===== config.mk =====
export PLATFORM = sky130hd
export DESIGN_NAME = mem_responder
export DESIGN_NICKNAME = d
export VERILOG_FILES = /design/src/rtl/mem_responder.sv
export SDC_FILE = /design/constraint.sdc
export NUM_CORES = 1
export LEC_CHECK = 0
export CAP_MARGIN = 15
export CORE_ASPECT_RATIO = 0.7
export CORE_MARGIN = 10
export CORE_UTILIZATION = 50
export CTS_BUF_LIST = sky130_fd_sc_hd__clkbuf_16
export DETAILED_ROUTE_END_ITERATION = 12
export PLACE_DENSITY_LB_ADDON = 0.15
export RECOVER_POWER = 100
export SYNTH_ARGS = -nofsm -noshare
export SYNTH_HDL_FRONTEND = slang
export SYNTH_SLANG_ARGS = --single-unit

===== constraint.sdc =====
create_clock -name clk -period 3.51 [get_ports clk]
set_input_delay 0.702 -clock clk [delete_from_list [all_inputs] [get_ports clk]]
set_output_delay 0.702 -clock clk [all_outputs]
set_load 0.005 [all_outputs]

===== src/rtl/mem_responder.sv =====
// rtl/mem_responder.sv - small register-file responder with self-clearing init sweep and access counters
module mem_responder #(
    parameter int ADDR_W = 3,
    parameter int DATA_W = 8,
    parameter int CNT_W  = 8
) (
    input  logic              clk,
    input  logic              reset,
    input  logic [ADDR_W-1:0] addr,
    input  logic              wr_en,
    input  logic              rd_en,
    input  logic [DATA_W-1:0] wdata,
    output logic [DATA_W-1:0] rdata,
    output logic              rd_valid,
    output logic              busy,
    output logic              uninit_rd,
    output logic              coll_err,
    output logic [CNT_W-1:0]  wr_count,
    output logic [CNT_W-1:0]  rd_count
);

    localparam int DEPTH = 2 ** ADDR_W;
    localparam logic [ADDR_W-1:0] LAST = ADDR_W'(DEPTH - 1);

    typedef enum logic {
        INIT  = 1'b0,
        READY = 1'b1
    } state_t;

    state_t            state;
    state_t            state_nxt;
    logic [ADDR_W-1:0] ptr;
    logic [DATA_W-1:0] mem [DEPTH];
    logic [DEPTH-1:0]  written;
    logic              wr_go;
    logic              rd_go;

    assign wr_go = (state == READY) && wr_en;
    assign rd_go = (state == READY) && rd_en;

    always_ff @(posedge clk or posedge reset) begin
        if (reset) begin
            state <= INIT;
        end else begin
            state <= state_nxt;
        end
    end

    always_comb begin
        state_nxt = state;
        busy      = 1'b0;
        case (state)
            INIT: begin
                busy = 1'b1;
                if (ptr == LAST) begin
                    state_nxt = READY;
                end
            end
            READY: begin
                state_nxt = READY;
            end
            default: begin
                state_nxt = INIT;
            end
        endcase
    end

    // Sweep pointer wraps back to 0 on the last entry, ready for the next reset.
    always_ff @(posedge clk or posedge reset) begin
        if (reset) begin
            ptr <= '0;
        end else if (state == INIT) begin
            ptr <= ptr + ADDR_W'(1);
        end
    end

    // Storage is cleared by the INIT sweep rather than by reset, so it maps onto plain RAM.
    always_ff @(posedge clk) begin
        if (state == INIT) begin
            mem[ptr]     <= '0;
            written[ptr] <= 1'b0;
        end else if (wr_en) begin
            mem[addr]     <= wdata;
            written[addr] <= 1'b1;
        end
    end

    always_ff @(posedge clk or posedge reset) begin
        if (reset) begin
            rdata     <= '0;
            rd_valid  <= 1'b0;
            uninit_rd <= 1'b0;
            coll_err  <= 1'b0;
            wr_count  <= '0;
            rd_count  <= '0;
        end else begin
            rd_valid  <= rd_go;
            uninit_rd <= rd_go && !written[addr];
            coll_err  <= rd_go && wr_go;
            if (rd_go) begin
                rdata <= mem[addr];
                if (rd_count != {CNT_W{1'b1}}) begin
                    rd_count <= rd_count + CNT_W'(1);
                end
            end
            if (wr_go && (wr_count != {CNT_W{1'b1}})) begin
                wr_count <= wr_count + CNT_W'(1);
            end
        end
    end

endmodule


[Word level (Yosys, flattened, before mapping)]
Memories as Yosys holds them, arrays and structs flattened. A register that Yosys moved wholly into a read port is not among the register bits.
Index checks and enable logic that the tools add are counted.
Word-level totals
  bits in registers: 31
  latch bits: 0
  memory bits (writable): 64
  bits in read-only memories: 0
  input bits: 15
  output and inout port bits: 28
  logic and storage cells: 51
  memories kept: 1
Cells by class
  add/sub/neg operators: 3
  multipliers: 0
  div/mod/pow operators: 0
  order comparisons: 4
  equal/unequal tests: 4
  shifts and indexed selects: 0
  mux-type cells: 17
  bitwise gates (word level): 4
  reduce and logical (&&, ||, !) cells: 10
Memories
  mem: depth 8, width 8, rd ports 1, clocked after memory_dff 1, wr ports 1, RTL line 33  | logic [DATA_W-1:0] mem [DEPTH];
Operators by type and width (count)
  2-to-1 mux 8 bit: 3
  adder 8 x 1 -> 8 bit, second input constant: 2
  inequality test 8 bit, second input constant: 2
  2-to-1 mux 1 bit: 9
  bitwise AND 8 bit: 1
  less-than comparator 3 x 4 -> 1 bit, second input constant: 2
  inverter 8 bit: 1
  bitwise OR 8 bit: 1
  OR reduction 8 bit: 1
  logical AND 1 bit: 7
  demux 1 bit (select 3 bit): 2
  >= comparator 3 x 1 -> 1 bit, second input constant: 2
  adder 3 x 1 -> 3 bit, second input constant: 1
  binary-select mux 1 bit (select 3 bit): 1
  == test 3 bit, second input constant: 1
  2-to-1 mux 3 bit: 1
  inequality test 2 bit, second input constant: 1
  one-hot mux 1 bit (2 select lines): 1
  AND reduction 2 bit: 1
  logical NOT 1 bit: 1
  inverter 1 bit: 1

[Longest topological paths before layout]
Gate-level depths: netlist of the first run.
  word-level depth: 7
  depth in mapped cells: 7
  mapped depth without buffers: 5

[Worst setup path after synthesis of the first run]
OpenSTA, ideal clock, no wires.
  path type: input to register
  from: input addr[1]
  to: memory mem[2][0] (enable)
  setup time: 0.370 ns
  arrival time: 1.834 ns
  data required time: 3.140 ns
  slack: 1.306 ns
  stages: 5
  buffers on the path: 2
  path through: buf_2 buf_4 nor2b_1 a21oi_1 nor2_1
On the way
  longest elaborated chain between the ends: 1
RTL lines
  from (decl): RTL line 9  | input logic [ADDR_W-1:0] addr,
  2-to-1 mux 3 bit (no line)
  to (decl): RTL line 33
Every way passes these cells.

==> reports/results.txt, run 1 <==
outcome: finished, violations left
failing checks: capacitance limit, slew limit
hold path depth: 2
register area: 2940 sq um
Post-synth top flop: edfxtp_1
area delta synth->final: 19.9%
synth cell count leaders: 72 x edfxtp_1, 31 x dfrtp_1, 30 x a21oi_1
final setup violating endpoints: 0
power per cell area: 548 nW/um^2
sequential-to-total area share from yosys stat: 0.658
R2R cell count: 5
Synth Warn #: 0
postcts setup bufs: 0
Leak: 2.10 nW
final hold slack: 0.478 ns
initial DRC count: 291
DR DRC count: 0
RSZ-0062 raised after global routing: no
r2r startpoint: state
die width: 133 microns
Hold Path Class: flip-flop to flip-flop
Post-synth EDFFs: 72
Hold Path End: rdata[4]
Starting Density: 0.520
dpl hpwl: 7.04 mm
H-tree lvl count: 3
Layout Cells excl Fill: 513
first-pass GRT wire length: 16.4 mm
io pins: 43
Ant. Diodes: 0
NumNets Final: 407
hold_sp: rdata[4]
gr ovfl total: 0
CTS-repair resized insts: 0
Max Clk Rate: 0.345 GHz
Area contributors post-synth: edfxtp_1 48%, dfrtp_1 17%, a21oi_1 3.4%
die height: 99.1 microns
Netlist cell types: 50
Max-Cap Viols: 1
gp weighted congestion: 0.886
I/O Buffers: 42
Synth Instances: 330
post-synth design cell area: 4470 sq um
Inst Count DP: 497
Setup TNS Final: 0 ns
Cell Chain, Critical Path: clkdlybuf4s50_1, clkbuf_1, buf_4, mux4_2, o21ai_0, a21oi_1
R2R Setup Slk: 1.06 ns
cell accounting for the most synthesized area: edfxtp_1
Top Layer Used: met4
worst-path fanout max: 16
Worst Path Required: 3.73 ns
worst-case clock buffer depth: 2
Synth top area share: 0.484
post-synthesis async set-or-reset flop share: 0.301
Post-Route M1 WL: 4.69 mm
worst endpoint data arrival time: 3.11 ns
peak supply drop: 0.272 mV
syn nets: 349
Worst Tran Pin Value: 1.82 ns
Core ar.: 8580 sq um
Slew Limit Fails: 32
# rows: 28
Die Area: 13,200 sq um
aggregate routed wire length: 10.1 mm
clk_lat worst skew: 0.35 ns
CTS tree: yes
Max Clock Skew: 0.00507 ns
Slew HR: -0.213
DR WL met3: 741 microns
final core utilization: 0.624
R2R Path End: rd_count[7]
CTS root buffer: clkbuf_16
Synth Register Bits: 103
crit end category: flip-flop
WS Path Type: input pin to flip-flop
period utilisation layout: 0.825
synthesized area per cell: 13.5 sq um
Filler cells: 662
Tmin final: 2.90 ns
CP max stage delay: 0.66 ns
largest net degree at the start of global routing: 32
top-count cell post-synth: edfxtp_1
# clock sinks: 103
fin area: 5360 sq um
number of hold buffers added after CTS: 0
Worst-path clk slew: 0.06 ns
via count: 2,944
per-cell routed wire length: 19.7 microns
number of global-route vias before repair: 2,914
multi-input gate area in the final layout: 1410 sq um
Final ANT Viol Nets: 0
Final Hold Vio Count: 0
CTS buffer count: 9
Tot GR Track Use: 0.160
crit path max-delay cell type: clkbuf_1
Startpoint Class: input pin
Placement Cell Area: 5100 sq um
1st-pass router iterations: 5
met2 wire length: 4.55 mm
Vias/cell: 5.74
initial antenna violation count: 0
layout cells sized above 1: 0.112
==> registers in the layout, indices dropped and copies added, names as in the netlist <==
register   count
mem           64
rdata          8
written        8
rd_count       8
uninit_rd      1
ptr            3
rd_valid       1
coll_err       1
wr_count       8
state          1
==> report_power, final <==
group | leakage (nW) | internal [mW] | switching [mW]
sequential | 1.09 | 1.40 | 0.103
combinational | 0.871 | 0.247 | 0.210
clock | 0.140 | 0.546 | 0.427
total | 2.10 | 2.19 | 0.740
==> cell type report <==
class                   count  share of cell area
clock inverters             7              0.0119
clock buffers               9              0.0421
flip-flops and latches    103               0.549
repair buffers             63               0.102
multi-input cells         206               0.264
well taps                 120              0.0280
inverters                   5             0.00350
==> cells in the final DEF, fill, tap and decap left out, drive strengths merged, types with 2 or more instances in the layout <==
| cell | Yosys | routed |
|---|---|---|
| edfxtp | 72 | 72 |
| dfrtp | 31 | 31 |
| dlygate4sd3 | 0 | 31 |
| a21oi | 30 | 30 |
| nor2 | 24 | 24 |
| nand2 | 21 | 21 |
| o21ai | 19 | 19 |
| clkbuf | 6 | 17 |
| and3 | 13 | 13 |
| mux2i | 13 | 13 |
| buf | 10 | 13 |
| mux2 | 13 | 13 |
| clkdlybuf4s50 | 0 | 11 |
| nand3 | 8 | 8 |
| a22oi | 7 | 7 |
| nor3 | 6 | 6 |
| inv | 5 | 5 |
| nand2b | 5 | 5 |
| mux4 | 5 | 5 |
| clkinv | 0 | 5 |
| ha | 4 | 4 |
| and2 | 4 | 4 |
| nand4 | 3 | 3 |
| nor2b | 3 | 3 |
| xnor2 | 3 | 3 |
| xor2 | 2 | 2 |
| or2 | 2 | 2 |
| a31oi | 2 | 2 |
| a221oi | 2 | 2 |
| o211ai | 2 | 2 |
| o22a | 2 | 2 |
| a211oi | 2 | 2 |
| o31ai | 2 | 2 |
==> critical path: cells and delay by family <==
| kind | cells | cell delay (ns) |
|---|---|---|
| buffers and inverters | 3 | 1.54 |
| AO/OA/AOI/OAI | 2 | 0.35 |
| multiplexers | 1 | 0.52 |
==> metal layers <==
metal	track usage	vias to the layer above
met3	0.0502	12
li1	-	1370
met2	0.233	93
met5	0	-
met4	0.0514	0
met1	0.221	1469
==> logic make-up after synthesis <==
group           after synthesis  share of synthesized area
flops                       103                      0.658
simple gates                 92                      0.102
compound gates               74                      0.102
mux                          31                     0.0922
buf+inv                      21                     0.0249
xor+xnor                      5                    0.00981
fa+ha+maj                     4                     0.0112
==> metrics by stage <==
stage	power [mW]	setup WS (ns)
after floorplan	1.75	1.31
after global placement	2.02	0.775
after detailed placement	2.03	0.762
after CTS	3.01	1.10
after global routing	3.07	0.503
final	2.93	0.613
==> worst max-delay path by stage <==
stage          startpoint        end  slack [ns]  depth (start not counted)
2_1_floorplan     addr[1]  mem[2][0]        1.31                          5
3_3_place_gp      addr[1]   rdata[5]        0.77                          6
3_5_place_dp      addr[1]  mem[2][3]        0.76                          6
4_1_cts             state       busy        1.10                          2
5_1_grt           addr[1]  mem[6][6]        0.50                          6
6_report          addr[1]   rdata[5]        0.61                          6
No activity file was read; power rests on OpenSTA's default activity.
==> run 2: changes to the inputs <==
==> constraint.sdc (replaced) <==
create_clock -name clk -period 2.9 [get_ports clk]
set_input_delay 0.58 -clock clk [delete_from_list [all_inputs] [get_ports clk]]
set_output_delay 0.58 -clock clk [all_outputs]
set_load 0.005 [all_outputs]
==> run 2 against run 1 <==
Net effect:
- the run now ends clean
- critical path depth down 1
- sequential share of layout area grew 0.18 points
- count of clock-buffer cells in the layout stayed put
- register-to-register slack got worse by 0.53 ns
- non-clock buffer count down 1
- largest power group unchanged
- clock power is 20% higher
- worst setup slack worse by 0.21 ns
- critical endpoint is now mem[4][6]
- utilization shrank 0.20 points
- die area did not move
- worst hold slack about the same
==> reports/results.txt, run 2 (same netlist as run 1, synthesis figures left out) <==
Max Clock Skew: 0.00653 ns
power per cell area: 663 nW/um^2
Tmin final: 2.49 ns
fin area: 5340 sq um
Comb pwr share: 0.155
Final Hold Vio Count: 0
area delta synth->final: 19.5%
Slew Limit Fails: 0
Hold Path End: rdata[4]
Max-Cap Viols: 0
most common cell after layout, fill and taps aside: edfxtp_1
worst-path fanout max: 12
die width: 133 microns
peak supply drop: 0.440 mV
I/O Buffers: 42
via count: 2,857
outcome: finished, final reports clean
max reg flops: 64
io pins: 43
Startpoint Class: input pin
Hold Path Class: flip-flop to flip-flop
die height: 99.1 microns
r2r startpoint: state
Starting Density: 0.520
hold_sp: rdata[4]
per-cell routed wire length: 19.7 microns
CTS tree: yes
Setup TNS Final: 0 ns
share of power burned in registers: 0.514
number of hold buffers added after CTS: 0
crit end category: flip-flop
sw frac: 0.250
Tot GR Track Use: 0.159
Slew HR: 0.524
dpl hpwl: 6.94 mm
power share of the clock group: 0.331
final setup violating endpoints: 0
worst endpoint data arrival time: 2.47 ns
Final ANT Viol Nets: 0
CTS-repair resized insts: 0
R2R cell count: 4
commonest cells after routing, fill and taps aside: 72 x edfxtp_1, 32 x dlygate4sd3_1, 31 x dfrtp_1
H-tree lvl count: 3
CTS root buffer: clkbuf_16
RSZ-0062 raised after global routing: no
clk_lat worst skew: 0.34 ns
R2R Setup Slk: 0.53 ns
period utilisation layout: 0.860
Worst Path Required: 2.88 ns
# clock sinks: 103
Leak: 2.08 nW
CTS buffer count: 9
aggregate routed wire length: 10.1 mm
crit path from: wr_en
Vias/cell: 5.58
Worst Tran Pin Value: 0.714 ns
hold path depth: 2
Switching Power: 886 uW
layout cells sized above 1: 0.0918
final core utilization: 0.622
Worst-path clk slew: 0.07 ns
Largest Register: mem
# rows: 28
number of global-route vias before repair: 2,910
Core ar.: 8580 sq um
initial DRC count: 285
initial antenna violation count: 0
NumNets Final: 406
internal power: 2.65 mW
worst-case clock buffer depth: 2
gp weighted congestion: 0.869
gr ovfl total: 0
R2R Path End: mem[4][6]
Ant. Diodes: 0
postcts setup bufs: 0
largest net degree at the start of global routing: 36
first-pass GRT wire length: 16.3 mm
Placement Cell Area: 5110 sq um
WS Path Type: input pin to flip-flop
DR DRC count: 0
Die Area: 13,200 sq um
1st-pass router iterations: 4
Max Clk Rate: 0.401 GHz
==> run 2: changes by cell type in the layout (fill, tap and decap cells not counted), sizes merged <==
cell | previous run | this run
dlygate4sd3 | 31 | 32
clkbuf | 17 | 21
buf | 13 | 8
clkdlybuf4s50 | 11 | 10
==> run 2: through the flow <==
step | hold slack, ns | worst slack (ns) | power (mW) | cells
after detailed placement | 0.480 | 0.406 | 2.46 | 496
after global placement | 0.461 | 0.481 | 2.44 | 496
after CTS | 0.495 | 0.686 | 3.63 | 512
after floorplan | 0.461 | 0.818 | 2.11 | 330
after global routing | 0.528 | 0.298 | 3.73 | 512
final | 0.478 | 0.406 | 3.54 | 512
==> run 2: final cells by class <==
cell class / instances / area [sq um]
multi-input combinational: 206 / 1410
clock buffer: 9 / 225
fill: 684 / 3250
clock inverter: 7 / 62.6
inverter: 5 / 18.8
sequential: 103 / 2940
tap: 120 / 150
timing repair buffer: 62 / 538
==> run 2: critical path: stages <==
cell,delay (ns)
clkdlybuf4s50_1,0.47
clkbuf_1,0.49
a31oi_1,0.27
nor2_1,0.22
clkbuf_1,0.44
==> run 2: worst max path at each step <==
stage                 to  cells past startpoint
3_3_place_gp    rdata[0]                      6
6_report       mem[4][6]                      5
3_5_place_dp    rdata[7]                      6
5_1_grt        mem[4][3]                      5
4_1_cts             busy                      2
2_1_floorplan  mem[2][0]                      5
==> run 2: power by group through the flow <==
stage,Sequential (mW),Combinational [mW],Clock (mW)
4_1_cts,1.83,0.612,1.19
3_3_place_gp,1.85,0.593,0
2_1_floorplan,1.84,0.276,0
6_report,1.82,0.549,1.17
3_5_place_dp,1.86,0.606,0
5_1_grt,1.85,0.615,1.27
==> run 2: per-layer routing <==
metal / vias to the layer above / global-route usage / routed length [microns]
li1: 1362 / - / -
met1: 1413 / 0.225 / 4900
met2: 73 / 0.229 / 4510
met3: 9 / 0.0456 / 558
met4: 0 / 0.0531 / 95
met5: - / 0 / 0
==> run 3: changes to the inputs <==
--- a/config.mk
+++ b/config.mk
@@ -13,6 +13,7 @@
 export DETAILED_ROUTE_END_ITERATION = 12
 export PLACE_DENSITY_LB_ADDON = 0.15
 export RECOVER_POWER = 100
+export SETUP_SLACK_MARGIN = 0.5
 export SYNTH_ARGS = -nofsm -noshare
 export SYNTH_HDL_FRONTEND = slang
 export SYNTH_SLANG_ARGS = --single-unit
==> results of run 3 <==
Same layout as run 2: the final DEF is identical, and so are final timing and power.
